**config.mk**
```make
export PLATFORM = sky130hd
export DESIGN_NAME = a2d_resp
export DESIGN_NICKNAME = d
export VERILOG_FILES = /design/src/rtl/a2d_resp_pkg.sv /design/src/rtl/sync_2ff.sv /design/src/rtl/a2d_resp.sv
export SDC_FILE = /design/constraint.sdc
export NUM_CORES = 1
export LEC_CHECK = 0
export ABC_AREA = 1
export ABC_CLOCK_PERIOD_IN_PS = 3420
export CORE_AREA = 2 2 68 70
export CTS_BUF_LIST = sky130_fd_sc_hd__clkbuf_2 sky130_fd_sc_hd__clkbuf_4 sky130_fd_sc_hd__clkbuf_8
export DETAILED_ROUTE_END_ITERATION = 8
export DIE_AREA = 0 0 70 72
export PLACE_DENSITY = 0.65
export SETUP_SLACK_MARGIN = 0.15
export SLEW_MARGIN = 0
export SYNTH_ARGS = -nofsm -noshare
export SYNTH_HDL_FRONTEND = slang
export SYNTH_SLANG_ARGS = --single-unit
```
**constraint.sdc**
```tcl
create_clock -name clk -period 3.42 [get_ports clk]
set_clock_uncertainty 0.15 [all_clocks]
set_input_delay 0.684 -clock clk [delete_from_list [all_inputs] [get_ports clk]]
set_output_delay 0.684 -clock clk [all_outputs]
set_load 0.1 [all_outputs]
```
**src/rtl/a2d_resp_pkg.sv**
```systemverilog
// rtl/a2d_resp_pkg.sv - shared constants and state type for the A2D SPI responder
package a2d_resp_pkg;

  localparam int FRAME_BITS = 16;
  localparam int CNT_W      = 5;
  localparam int CH_MSB     = 13;
  localparam int CH_LSB     = 11;

  typedef enum logic {
    IDLE  = 1'b0,
    SHIFT = 1'b1
  } state_t;

endpackage

```
**src/rtl/sync_2ff.sv**
```systemverilog
// rtl/sync_2ff.sv - two-flop synchronizer for one asynchronous input bit
module sync_2ff #(
  parameter logic RST_VAL = 1'b0
) (
  input  logic clk,
  input  logic rst_n,
  input  logic d,
  output logic q
);

  logic meta;

  always_ff @(posedge clk or negedge rst_n) begin
    if (!rst_n) begin
      meta <= RST_VAL;
      q    <= RST_VAL;
    end else begin
      meta <= d;
      q    <= meta;
    end
  end

endmodule

```
**src/rtl/a2d_resp.sv**
```systemverilog
// rtl/a2d_resp.sv - SPI mode-0 responder emulating an A2D converter for the A2D_intf master
// Optional abort reporting (frame_err, abort counter) enabled by A2D_RESP_ERR_EN.
module a2d_resp
  import a2d_resp_pkg::*;
(
  input  logic        clk,
  input  logic        rst_n,
  input  logic        SS_n,
  input  logic        SCLK,
  input  logic        MOSI,
  output logic        MISO,
  output logic [2:0]  ch_req,
  input  logic [11:0] ch_data,
  output logic        cmd_vld
`ifdef A2D_RESP_ERR_EN
  ,
  output logic        frame_err
`endif
);

  localparam logic [CNT_W-1:0] CNT_FULL = CNT_W'(FRAME_BITS);

  logic ss_s, sclk_s, mosi_s;
  logic ss_d, sclk_d;

  sync_2ff #(.RST_VAL(1'b1)) u_sync_ss   (.clk(clk), .rst_n(rst_n), .d(SS_n), .q(ss_s));
  sync_2ff #(.RST_VAL(1'b0)) u_sync_sclk (.clk(clk), .rst_n(rst_n), .d(SCLK), .q(sclk_s));
  sync_2ff #(.RST_VAL(1'b0)) u_sync_mosi (.clk(clk), .rst_n(rst_n), .d(MOSI), .q(mosi_s));

  always_ff @(posedge clk or negedge rst_n) begin
    if (!rst_n) begin
      ss_d   <= 1'b1;
      sclk_d <= 1'b0;
    end else begin
      ss_d   <= ss_s;
      sclk_d <= sclk_s;
    end
  end

  logic ss_fall, ss_rise, sclk_rise, sclk_fall;
  assign ss_fall   =  ss_d   & ~ss_s;
  assign ss_rise   = ~ss_d   &  ss_s;
  assign sclk_rise = ~sclk_d &  sclk_s;
  assign sclk_fall =  sclk_d & ~sclk_s;

  state_t               state, state_d;
  logic [15:0]          tx_shift;
  logic [CH_MSB:0]      rx_shift;
  logic [CNT_W-1:0]     bit_cnt;
  logic                 rise_pend, rise_pend_d;
  logic                 load, rise_apply, fall_apply, done, abort;

  // A rise that coincides with frame start is deferred one cycle so the load wins.
  always_comb begin
    state_d     = state;
    rise_pend_d = 1'b0;
    load        = 1'b0;
    rise_apply  = 1'b0;
    fall_apply  = 1'b0;
    done        = 1'b0;
    abort       = 1'b0;
    case (state)
      IDLE: begin
        if (ss_fall) begin
          state_d     = SHIFT;
          load        = 1'b1;
          rise_pend_d = sclk_rise;
        end
      end
      SHIFT: begin
        if (ss_rise) begin
          state_d = IDLE;
          done    = (bit_cnt == CNT_FULL);
          abort   = (bit_cnt != CNT_FULL);
        end else begin
          rise_apply = sclk_rise | rise_pend;
          fall_apply = sclk_fall & (bit_cnt != CNT_FULL);
        end
      end
      default: state_d = IDLE;
    endcase
  end

  always_ff @(posedge clk or negedge rst_n) begin
    if (!rst_n) begin
      state     <= IDLE;
      rise_pend <= 1'b0;
      tx_shift  <= '0;
      rx_shift  <= '0;
      bit_cnt   <= '0;
      ch_req    <= 3'h0;
      cmd_vld   <= 1'b0;
    end else begin
      state     <= state_d;
      rise_pend <= rise_pend_d;
      cmd_vld   <= done;
      if (load) begin
        tx_shift <= {4'h0, ch_data};
        rx_shift <= '0;
        bit_cnt  <= '0;
      end
      if (rise_apply) begin
        rx_shift <= {rx_shift[CH_MSB-1:0], mosi_s};
        if (bit_cnt != CNT_FULL) bit_cnt <= bit_cnt + CNT_W'(1);
      end
      if (fall_apply) tx_shift <= {tx_shift[14:0], 1'b0};
      if (done) ch_req <= rx_shift[CH_MSB:CH_LSB];
    end
  end

  assign MISO = (state == SHIFT) & tx_shift[15];

`ifdef A2D_RESP_ERR_EN
  logic [7:0] abort_cnt;

  always_ff @(posedge clk or negedge rst_n) begin
    if (!rst_n) begin
      frame_err <= 1'b0;
      abort_cnt <= 8'h00;
    end else begin
      frame_err <= abort;
      if (abort && abort_cnt != 8'hFF) abort_cnt <= abort_cnt + 8'h01;
    end
  end
`endif

endmodule

```
# ---- Word level (Yosys, flattened, before mapping)
# Cells that the tools add are included.
# Widths: inputs -> output; s select.
dict set report totals {
  in_bits 17
  regBits 49
  wordCells 51
  out_inout_bits 5
}
dict set report classes {
  bitwise 12
  n_mux 19
  eq_ne 2
  reduce_logical 2
  n_addsub 1
}
# op n
set op_table {}
lappend op_table {{$mux 16} 2}
lappend op_table {{$mux 14} 2}
lappend op_table {{$mux 5} 3}
lappend op_table {{$mux 1} 11}
lappend op_table {{$and 1x1->1} 6}
lappend op_table {{$add 5x1->5 const B} 1}
lappend op_table {{$eq 5x5->1 const B} 1}
lappend op_table {{$ne 5x5->1 const B} 1}
lappend op_table {{$not 1->1} 5}
lappend op_table {{$reduce_bool 2->1} 2}
lappend op_table {{$pmux 1 s2} 1}
lappend op_table {{$or 1x1->1} 1}

# ---- Logic depth before layout (Yosys ltp)
# Gate-level depths: netlist of the first run.
dict set report logic_depth {
  ltp_word 7
  ltp_mapped 10
  ltp_nobuf 9
}

# ---- By module
# From an unflattened synthesis of the first run, not the netlist that was laid out.
dict set report unflattened {
  cells_unflattened 208
  area_unflattened_um2 2128.3
}
# mod seq_area_each_um2 n_inst cells_per_inst area_per_inst_um2
set by_module_without_submodules {}
lappend by_module_without_submodules {a2d_resp 1077.3 1 202 1975.6}
lappend by_module_without_submodules {{sync_2ff (u_sync_mosi ...)} 50.0 2 2 50.0}
lappend by_module_without_submodules {{sync_2ff (u_sync_ss)} 52.6 1 2 52.6}

# ---- Least setup slack after synthesis of the first run
# OpenSTA, ideal clock, no wires.
dict set report synth_path {
  kind {flip-flop to output port}
  start {reg state}
  end {out MISO}
  t_required_ns 2.586
  path_stages_with_launch 3
  path_slack_ns 1.555
  arrival_ns 1.031
  n_path_buf 0
  path_cell_list {dfrtp_1 -> nand2_1 -> inv_1}
}
dict set report synth_between {
  elab_chain_cells 1
}
# element line
set synth_rtl {}
lappend synth_rtl {{start: declaration} a2d_resp.sv:46} ;# state_t state, state_d;
lappend synth_rtl {{start signal: assignment} a2d_resp.sv:94} ;# state <= state_d;
lappend synth_rtl {{$and 1x1->1} a2d_resp.sv:111} ;# assign MISO = (state == SHIFT) & tx_shift[15];
lappend synth_rtl {{end: declaration} a2d_resp.sv:11} ;# output logic MISO,
# Every way passes these cells.

# ---- Worst setup path in the final report of the first run
# Same ends and word-level chain as after synthesis.

==> results of run 1 <==
[cells by family after synthesis]
logic type,share of synthesized area
flops,0.607
fa+ha+maj,0.0124
simple gates,0.224
compound gates,0.0686
xor+xnor,0.0130
buf+inv,0.0747
[state kept, by name (all words and copies together) (netlist names)]
register,cells
u_sync_ss.meta,1
u_sync_sclk.q,1
state,1
bit_cnt,5
u_sync_sclk.meta,1
cmd_vld,1
rise_pend,1
ss_d,1
ch_req,3
u_sync_mosi.q,1
sclk_d,1
rx_shift,14
u_sync_mosi.meta,1
u_sync_ss.q,1
tx_shift,16
[worst max-delay path by stage]
stage,startpoint,to,slack (ns)
after floorplan,state,MISO,1.56
after global placement,u_sync_ss.q,rx_shift[0],1.61
after detailed placement,u_sync_ss.q,rx_shift[0],1.56
after CTS,state,MISO,1.45
after global routing,state,MISO,1.38
final,state,MISO,1.45
[metal layers]
| metal | vias to the layer above | share of wire |
|---|---|---|
| met3 | 6 | 0.035 |
| met5 | - | 0 |
| met4 | 0 | 0.016 |
| met1 | 672 | 0.50 |
| li1 | 703 | - |
| met2 | 26 | 0.44 |
[synthesized netlist by cell type, drive strengths merged]
library cell,instances,area share
nand2,54,0.11
dfrtp,46,0.57
nand3,35,0.089
inv,27,0.050
o22ai,12,0.037
buf,7,0.025
o21ai,7,0.017
nor2,4,0.012
dfstp,3,0.039
nor3,3,0.018
a21oi,2,0.011
ha,2,0.012
xor2,2,0.0086
o21bai,1,0.0037
xnor2,1,0.0043
[final cells by class]
type	instances	area [um2]	share of cell area
sequential	49	1230	0.525
multi-input combinational	123	644	0.275
timing repair buffer	22	200	0.0855
inverter	27	101	0.0433
clock buffer	7	96.3	0.0411
tap	52	65.1	0.0278
clock inverter	1	5.00	0.00214
[where the power goes]
| group | total, mW | switching [mW] | internal, mW |
|---|---|---|---|
| clock network | 0.360 | 0.178 | 0.183 |
| registers | 0.696 | 0.0428 | 0.653 |
| logic | 0.166 | 0.0983 | 0.0681 |
==> impl_metrics.env, run 1 <==
export IMPL_detailed_place_area_um2=2240
export IMPL_clock_insertion_delay_worst_skew_ns=0.29
export IMPL_tns_ns=0
export IMPL_setup_worst_path_start_class="register"
export IMPL_initial_core_util=0.475
export IMPL_cp_data_arrival_time_ns=1.13
export IMPL_grt_max_degree=50
export IMPL_floorplan_die_width_um=70
export IMPL_setup_violations=0
export IMPL_final_hold_viol_count=0
export IMPL_timing_critical_path_slowest_stage_cell="sky130_fd_sc_hd__dfrtp_1"
export IMPL_final_instance_count_excl_fill=281
export IMPL_num_rows=24
export IMPL_number_of_i_o_pins=22
export IMPL_routedWlPerCell_um=11.7
export IMPL_regToRegEndpoint="rx_shift[0]"
export IMPL_route_vias_total=1407
export IMPL_worst_slack_ns=1.45
export IMPL_drt_first_pass_iters=4
export IMPL_initial_antenna_violation_count=0
export IMPL_hold_path_endpoint="u_sync_mosi.q"
export IMPL_htreeDepth=2
export IMPL_drv_slew=0
export IMPL_fill_cells=392
export IMPL_synthCells=206
export IMPL_critical_path_cell_count=3
export IMPL_holdPathStages=0
export IMPL_drt_total_wl_um=3280
export IMPL_yosys_register_bits=49
export IMPL_sequential_to_total_area_share_from_yosys_stat=0.607
export IMPL_area_growth_synth_to_final_pct=15.6
export IMPL_placed_wire_length_estimate_after_detailed_placement_um=2130
export IMPL_placedCellCount=273
export IMPL_drt_iter0_markers=88
export IMPL_maxCapViolations=0
export IMPL_fin_crit_share=0.575
export IMPL_power_ir_vdd_worst_v=0.000283
export IMPL_share_of_post_route_cells_with_drive_strength_above_1=0.135
export IMPL_layout_min_cycle_time_ns=1.97
export IMPL_grt_use_met1=0.210
export IMPL_clkTransAtPathRegs_ns=0.08
export IMPL_drtAntennaViolNets=0
export IMPL_critPathRequiredTime_ns=2.59
export IMPL_hp_class="register to register"
export IMPL_layout_commonest_cell="sky130_fd_sc_hd__nand2_1"
export IMPL_hold_slack_ns=0.202
export IMPL_crit_path_max_incr_delay_ns=0.43
export IMPL_crit_type="register to primary output"
export IMPL_cts_repair_timing_setup_buffer_count=0
export IMPL_grt_pass1_vias=1343
export IMPL_globalRouteMet2Util=0.225
export IMPL_critPathBufInv=2
export IMPL_core_region_area_um2=4260
export IMPL_power_per_unit_of_standard_cell_area_nw_per_um2=522
export IMPL_end_kind="primary output"
export IMPL_final_net_count=247
export IMPL_synth_area_um2=2030
export IMPL_fmax_mhz=509
export IMPL_yosysWarningCount=0
export IMPL_regToRegStartpoint="u_sync_ss.q"
export IMPL_numCtsBuffers=5
export IMPL_layout_common_cells="sky130_fd_sc_hd__nand2_1 (50), sky130_fd_sc_hd__dfrtp_1 (46), sky130_fd_sc_hd__nand3_1 (34)"
export IMPL_postLayoutCellArea_um2=2340
export IMPL_power_mw=1.22
export IMPL_num_antenna_cells=0
export IMPL_cellLeakagePower_nw=1.12
export IMPL_dp_worst_setup_slack_ns=1.56
export IMPL_layout_core_utilization=0.549
export IMPL_r2r_worst_path_cells=5
export IMPL_grt_setup_unrepaired="no"
export IMPL_grt_busiest_layer="met2"
export IMPL_place_congestion=0.739
export IMPL_global_route_usage_total=0.150
export IMPL_tritoncts="yes"
export IMPL_holdBufCountCts=0
export IMPL_clock_path_buffers=2
export IMPL_via_per_inst=5.01
export IMPL_r2r_slack_ns=1.55
export IMPL_grt_first_pass_wirelength_um=6020
export IMPL_critPathMaxFanout=4
export IMPL_portBuffers=21
export IMPL_crit_chain="nand2_1 > inv_1 > buf_4"
export IMPL_category_of_cells_accounting_for_the_largest_share_of_critical_path_delay="flip-flops"
export IMPL_remaining_drc_errors=0
export IMPL_die_height_um=72
export IMPL_slew_headroom=0.313
export IMPL_post_cts_resize_count=0
export IMPL_sink_count=49
export IMPL_syn_area_per_cell_um2=9.83
export IMPL_synth_lib_cells_used_distinct=24
export IMPL_worst_slew_pin_slew_ns=1.03
export IMPL_outcome="completed"
export IMPL_die_area_um2=5040
export IMPL_mappedNetlistNets=225
export IMPL_holdCritStartpoint="u_sync_mosi.meta"
export IMPL_clock_root_buffer="sky130_fd_sc_hd__clkbuf_8"
export IMPL_global_route_usage_met3=0.0375
export IMPL_grt_overflow_total=0
No activity file was read; power rests on OpenSTA's default activity.
==> inputs of run 2 (changes only) <==
--- a/config.mk
+++ b/config.mk
@@ -6,7 +6,7 @@
 export NUM_CORES = 1
 export LEC_CHECK = 0
 export ABC_AREA = 1
-export ABC_CLOCK_PERIOD_IN_PS = 3420
+export ABC_CLOCK_PERIOD_IN_PS = 2000
 export CORE_AREA = 2 2 68 70
 export CTS_BUF_LIST = sky130_fd_sc_hd__clkbuf_2 sky130_fd_sc_hd__clkbuf_4 sky130_fd_sc_hd__clkbuf_8
 export DETAILED_ROUTE_END_ITERATION = 8
==> constraint.sdc (replaced) <==
create_clock -name clk -period 2 [get_ports clk]
set_clock_uncertainty 0.15 [all_clocks]
set_input_delay 0.4 -clock clk [delete_from_list [all_inputs] [get_ports clk]]
set_output_delay 0.4 -clock clk [all_outputs]
set_load 0.1 [all_outputs]
==> run 2 against run 1 <==
Against the previous run: critical endpoint is now bit_cnt[0]; sequential power rose by 71%; largest power group unchanged; non-clock buffer count rose by 5; global-route usage barely moved.
==> impl_metrics.env, run 2 (synthesis results as in run 1) <==
export IMPL_place_congestion=0.820
export IMPL_final_hold_viol_count=0
export IMPL_via_per_inst=4.81
export IMPL_global_route_usage_total=0.150
export IMPL_grt_first_pass_wirelength_um=5980
export IMPL_drt_iter0_markers=78
export IMPL_postLayoutCellArea_um2=2460
export IMPL_drt_total_wl_um=3300
export IMPL_route_vias_total=1376
export IMPL_largest_register_ffs=16
export IMPL_layout_commonest_cell="sky130_fd_sc_hd__nand2_1"
export IMPL_crit_path_max_incr_delay_ns=0.52
export IMPL_final_net_count=252
export IMPL_layout_common_cells="sky130_fd_sc_hd__nand2_1 (50), sky130_fd_sc_hd__dfrtp_1 (46), sky130_fd_sc_hd__nand3_1 (34)"
export IMPL_multi_input_area_um2=652
export IMPL_tritoncts="yes"
export IMPL_power_per_unit_of_standard_cell_area_nw_per_um2=841
export IMPL_outcome="completed"
export IMPL_cellLeakagePower_nw=1.16
export IMPL_crit_type="register to register"
export IMPL_clock_insertion_delay_worst_skew_ns=0.29
export IMPL_grt_max_degree=30
export IMPL_fin_crit_share=0.821
export IMPL_cp_data_arrival_time_ns=1.69
export IMPL_grt_overflow_total=0
export IMPL_remaining_drc_errors=0
export IMPL_routedWlPerCell_um=11.5
export IMPL_hp_class="register to register"
export IMPL_die_height_um=72
export IMPL_clkTransAtPathRegs_ns=0.08
export IMPL_path_common_cell="sky130_fd_sc_hd__nand2_1"
export IMPL_initial_antenna_violation_count=0
export IMPL_fill_cells=367
export IMPL_numCtsBuffers=5
export IMPL_core_region_area_um2=4260
export IMPL_clock_path_buffers=2
export IMPL_holdCritStartpoint="u_sync_sclk.meta"
export IMPL_area_growth_synth_to_final_pct=21.7
export IMPL_grt_setup_unrepaired="no"
export IMPL_tns_ns=0
export IMPL_layout_min_cycle_time_ns=1.64
export IMPL_slew_headroom=0.675
export IMPL_worst_setup_path_startpoint="ss_d"
export IMPL_detailed_place_area_um2=2340
export IMPL_largest_registers="tx_shift (16), rx_shift (14), bit_cnt (5)"
export IMPL_setup_worst_path_start_class="register"
export IMPL_die_area_um2=5040
export IMPL_end_kind="register"
export IMPL_crit_chain="inv_1 > nand2_1 > nand2_1 > nor2_2 > nand2_1 > nand3_1 > nand2_1"
export IMPL_drv_slew=0
export IMPL_drt_first_pass_iters=4
export IMPL_grt_pass1_vias=1311
export IMPL_htreeDepth=2
export IMPL_maxCapViolations=0
export IMPL_seq_area_um2=1230
export IMPL_critPathRequiredTime_ns=2.04
export IMPL_critPathMaxFanout=7
export IMPL_num_rows=24
export IMPL_num_antenna_cells=0
export IMPL_share_of_post_route_cells_with_drive_strength_above_1=0.150
export IMPL_power_ir_vdd_worst_v=0.000556
export IMPL_clock_root_buffer="sky130_fd_sc_hd__clkbuf_8"
export IMPL_floorplan_die_width_um=70
export IMPL_layout_core_utilization=0.578
export IMPL_drtAntennaViolNets=0
export IMPL_max_flop_register="tx_shift"
export IMPL_worst_slew_pin_slew_ns=0.487
export IMPL_sink_count=49
export IMPL_fmax_mhz=609
export IMPL_setup_violations=0
export IMPL_placed_wire_length_estimate_after_detailed_placement_um=2320
export IMPL_number_of_i_o_pins=22
export IMPL_regToRegStartpoint="ss_d"
export IMPL_timing_critical_path_slowest_stage_cell="sky130_fd_sc_hd__dfstp_2"
export IMPL_portBuffers=21
export IMPL_initial_core_util=0.475
-- run 2: cell count changes in the layout (fill, tap and decap cells not counted), sizes merged --
| cell | previous run | this run |
|---|---|---|
| buf | 7 | 11 |
| dlygate4sd3 | 0 | 1 |
-- run 2: repair_timing --
item / in CTS / in global routing
setup buffers: 0 / 1
hold endpoints to repair: 19 / 0
endpoints found under the setup margin: 0 / 10
resized for setup: 0 / 1
hold buffers: 1 / 0
-- run 2: final timing paths --
path                            cells past startpoint  slack (ns)        endpoint
max in group asynchronous                           3        0.68  u_sync_ss.meta
worst max-delay path                                7        0.36      bit_cnt[0]
min in group asynchronous                           2        0.44       ch_req[1]
worst min-delay path                                0        0.20   u_sync_sclk.q
worst max register to register                      7        0.36      bit_cnt[0]
worst min register to register                      0        0.20   u_sync_sclk.q
-- run 2: cell type report --
class	count	share of cell area
flip-flops and latches	49	0.499
clock inverters	1	0.00203
multi-input cells	123	0.264
repair buffers	27	0.133
well taps	52	0.0264
clock buffers	7	0.0340
inverters	27	0.0411
-- run 2: critical path, delay by kind of cell, from the launching register on --
kind / cells / cell delay, ns
flip-flops: 1 / 0.52
buffers and inverters: 1 / 0.08
AND/OR/NAND/NOR: 6 / 0.80
-- run 2: power breakdown --
group          total, mW  internal (mW)  switching [mW]
Clock              0.573          0.273           0.300
Sequential          1.19           1.12          0.0755
Combinational      0.307          0.133           0.174
-- run 2: through the flow --
step                total power [mW]  setup slack, ns  std cells  hold WS, ns
floorplan                       1.40            0.419        206      -0.0456
global placement                1.50            0.338        276        0.183
detailed placement              1.52            0.285        276        0.185
CTS                             2.10            0.257        285        0.204
global route                    2.20            0.214        286        0.214
finish                          2.07            0.358        286        0.203
-- run 2: per-layer routing --
metal | vias to the layer above | part of all wire | global-route usage
met5 | - | 0 | 0
met4 | 0 | 0.018 | 0.0513
met3 | 5 | 0.030 | 0.0458
met2 | 19 | 0.45 | 0.224
met1 | 640 | 0.50 | 0.211
li1 | 712 | - | -
==> inputs of run 3 (changes only) <==
--- a/config.mk
+++ b/config.mk
@@ -6,12 +6,12 @@
 export NUM_CORES = 1
 export LEC_CHECK = 0
 export ABC_AREA = 1
-export ABC_CLOCK_PERIOD_IN_PS = 2000
+export ABC_CLOCK_PERIOD_IN_PS = 1450
 export CORE_AREA = 2 2 68 70
 export CTS_BUF_LIST = sky130_fd_sc_hd__clkbuf_2 sky130_fd_sc_hd__clkbuf_4 sky130_fd_sc_hd__clkbuf_8
 export DETAILED_ROUTE_END_ITERATION = 8
 export DIE_AREA = 0 0 70 72
-export PLACE_DENSITY = 0.65
+export PLACE_DENSITY = 0.67
 export SETUP_SLACK_MARGIN = 0.15
 export SLEW_MARGIN = 0
 export SYNTH_ARGS = -nofsm -noshare
==> constraint.sdc (replaced) <==
create_clock -name clk -period 1.45 [get_ports clk]
set_clock_uncertainty 0.15 [all_clocks]
set_input_delay 0.29 -clock clk [delete_from_list [all_inputs] [get_ports clk]]
set_output_delay 0.29 -clock clk [all_outputs]
set_load 0.1 [all_outputs]
==> run 3 against run 2 <==
Against the previous run: the run now ends with negative setup slack left; cell area up 35%; sequential cell count unchanged; highest routed layer unchanged; critical path depth up 2; count of clock-buffer cells in the layout decreased by 2; non-clock buffer count is 38 higher; sequential power grew 42%; via count is 26% higher; final cell count up 14%.
==> impl_metrics.env, run 3 (synthesis results as in run 1) <==
export IMPL_cp_data_arrival_time_ns=1.76
export IMPL_drt_first_pass_iters=4
export IMPL_layout_commonest_cell="sky130_fd_sc_hd__dfrtp_1"
export IMPL_regToRegStartpoint="bit_cnt[0]"
export IMPL_num_antenna_cells=0
export IMPL_highest_layer="met4"
export IMPL_worst_setup_path_startpoint="bit_cnt[0]"
export IMPL_portBuffers=21
export IMPL_crit_chain="inv_2 > ha_4 > nand2_2 > inv_2 > nand2_4 > buf_12 > nor3_4 > nand2_1 > o21ai_2"
export IMPL_layout_min_cycle_time_ns=1.67
export IMPL_tritoncts="yes"
export IMPL_end_kind="register"
export IMPL_num_rows=24
export IMPL_grt_setup_unrepaired="yes"
export IMPL_hp_class="register to register"
export IMPL_drtAntennaViolNets=0
export IMPL_die_height_um=72
export IMPL_sink_count=49
export IMPL_core_region_area_um2=4260
export IMPL_clkTransAtPathRegs_ns=0.09
export IMPL_final_net_count=292
export IMPL_switching_share=0.320
export IMPL_setup_worst_path_start_class="register"
export IMPL_drt_total_wl_um=5790
export IMPL_placedCellCount=288
export IMPL_timing_critical_path_slowest_stage_cell="sky130_fd_sc_hd__dfrtp_1"
export IMPL_max_flop_register="tx_shift"
export IMPL_clock_path_buffers=2
export IMPL_grt_overflow_total=0
export IMPL_via_per_inst=5.30
export IMPL_numCtsBuffers=5
export IMPL_clock_root_buffer="sky130_fd_sc_hd__clkbuf_8"
export IMPL_critPathMaxFanout=7
export IMPL_p_sw_mw=1.15
export IMPL_holdCritStartpoint="u_sync_mosi.meta"
export IMPL_drv_slew=0
export IMPL_initial_core_util=0.475
export IMPL_path_common_cell="sky130_fd_sc_hd__inv_2"
export IMPL_share_of_post_route_cells_with_drive_strength_above_1=0.533
export IMPL_setup_violations=42
export IMPL_worst_slew_pin_slew_ns=0.331
export IMPL_crit_path_max_incr_delay_ns=0.41
export IMPL_critPathRequiredTime_ns=1.54
export IMPL_drt_iter0_markers=95
export IMPL_cellLeakagePower_nw=1.52
export IMPL_grt_max_degree=50
export IMPL_seq_power_share=0.473
export IMPL_initial_antenna_violation_count=0
export IMPL_largest_register_ffs=16
export IMPL_maxCapViolations=0
export IMPL_grt_pass1_vias=1753
export IMPL_number_of_i_o_pins=22
export IMPL_htreeDepth=2
export IMPL_global_route_usage_total=0.221
export IMPL_proportion_of_power_drawn_by_the_clock_network=0.229
export IMPL_met1Wirelength_um=2520
export IMPL_final_instance_count_excl_fill=326
export IMPL_routedWlPerCell_um=17.7
export IMPL_floorplan_die_width_um=70
export IMPL_largest_registers="tx_shift (16), rx_shift (14), bit_cnt (5)"
export IMPL_grt_first_pass_wirelength_um=8490
export IMPL_worst_slack_ns=-0.224
export IMPL_met2_wirelength_um=2950
export IMPL_slew_headroom=0.779
export IMPL_placed_wire_length_estimate_after_detailed_placement_um=2390
export IMPL_area_growth_synth_to_final_pct=64.7
export IMPL_power_per_unit_of_standard_cell_area_nw_per_um2=1070
export IMPL_crit_type="register to register"
export IMPL_met3RoutedLength_um=170
export IMPL_fin_crit_share=1.15
export IMPL_power_ir_vdd_worst_v=0.000703
export IMPL_p_comb_frac=0.298
export IMPL_route_vias_total=1728
export IMPL_place_congestion=0.723
export IMPL_violations="negative setup slack"
export IMPL_layout_common_cells="sky130_fd_sc_hd__dfrtp_1 (42), sky130_fd_sc_hd__nand2_1 (34), sky130_fd_sc_hd__nand3_2 (27)"
export IMPL_die_area_um2=5040
export IMPL_outcome="finished, violations left"
export IMPL_fmax_mhz=597
export IMPL_clock_insertion_delay_worst_skew_ns=0.31
export IMPL_final_hold_viol_count=0
export IMPL_internal_power_mw=2.43
export IMPL_power_mw=3.58
export IMPL_remaining_drc_errors=0
-- run 3: worst paths after layout --
kind                                      end  depth (start not counted)  slack [ns]
worst min register to register  u_sync_mosi.q                          0        0.21
max in group asynchronous         u_sync_ss.q                          3        0.53
worst max-delay path                ch_req[0]                          9       -0.22
worst min-delay path            u_sync_mosi.q                          0        0.21
worst max register to register      ch_req[0]                          9       -0.22
min in group asynchronous          bit_cnt[4]                          3        0.34
-- run 3: through the flow --
stage	TNS, ns	setup slack, ns	instance area [um2]	hold WS, ns	util
floorplan	0	0.00654	2060	-0.156	-
global placement	-0.0397	-0.0115	2490	0.143	0.583
global route	-8.84	-0.286	3340	0.215	0.783
detailed placement	-0.198	-0.0405	2490	0.146	0.583
finish	-6.82	-0.224	3340	0.211	0.783
CTS	-1.75	-0.129	3150	0.207	0.738
-- run 3: cell type report --
cell class | count | area, um2
Clock buffer | 5 | 68.8
Clock inverter | 3 | 21.3
Fill cell | 243 | 927
Inverter | 27 | 110
Multi-Input combinational cell | 125 | 1060
Sequential cell | 49 | 1230
Tap cell | 52 | 65.1
Timing Repair Buffer | 65 | 781
-- run 3: timing repair --
item | 4_1_cts | 5_1_grt
pin swaps | 13 | 22
setup endpoints to repair | 46 | 46
setup buffers | 14 | 9
resized for setup | 75 | 34
hold endpoints to repair | 46 | 0
hold buffers | 1 | 0
gates cloned | 6 | 0
-- run 3: metal layers --
| metal | vias up | track usage |
|---|---|---|
| li1 | 805 | - |
| met1 | 873 | 0.293 |
| met2 | 35 | 0.345 |
| met3 | 15 | 0.0528 |
| met4 | 0 | 0.107 |
| met5 | - | 0 |
-- run 3: power by group through the flow --
stage               sequential, mW  clock (mW)  combinational [mW]
finish                        1.69       0.819                1.06
global route                  1.71       0.904                1.13
detailed placement            1.66           0               0.518
CTS                           1.66       0.822               0.874
floorplan                     1.65           0               0.307
global placement              1.65           0               0.508
-- run 3: worst max-delay path: cells and delay by family, from the launching register on --
kind,cells,cell delay [ns]
flip-flops,1,0.41
AND/OR/NAND/NOR,4,0.54
adder cells (fa/ha/maj),1,0.14
buffers and inverters,3,0.29
AO/OA/AOI/OAI,1,0.07
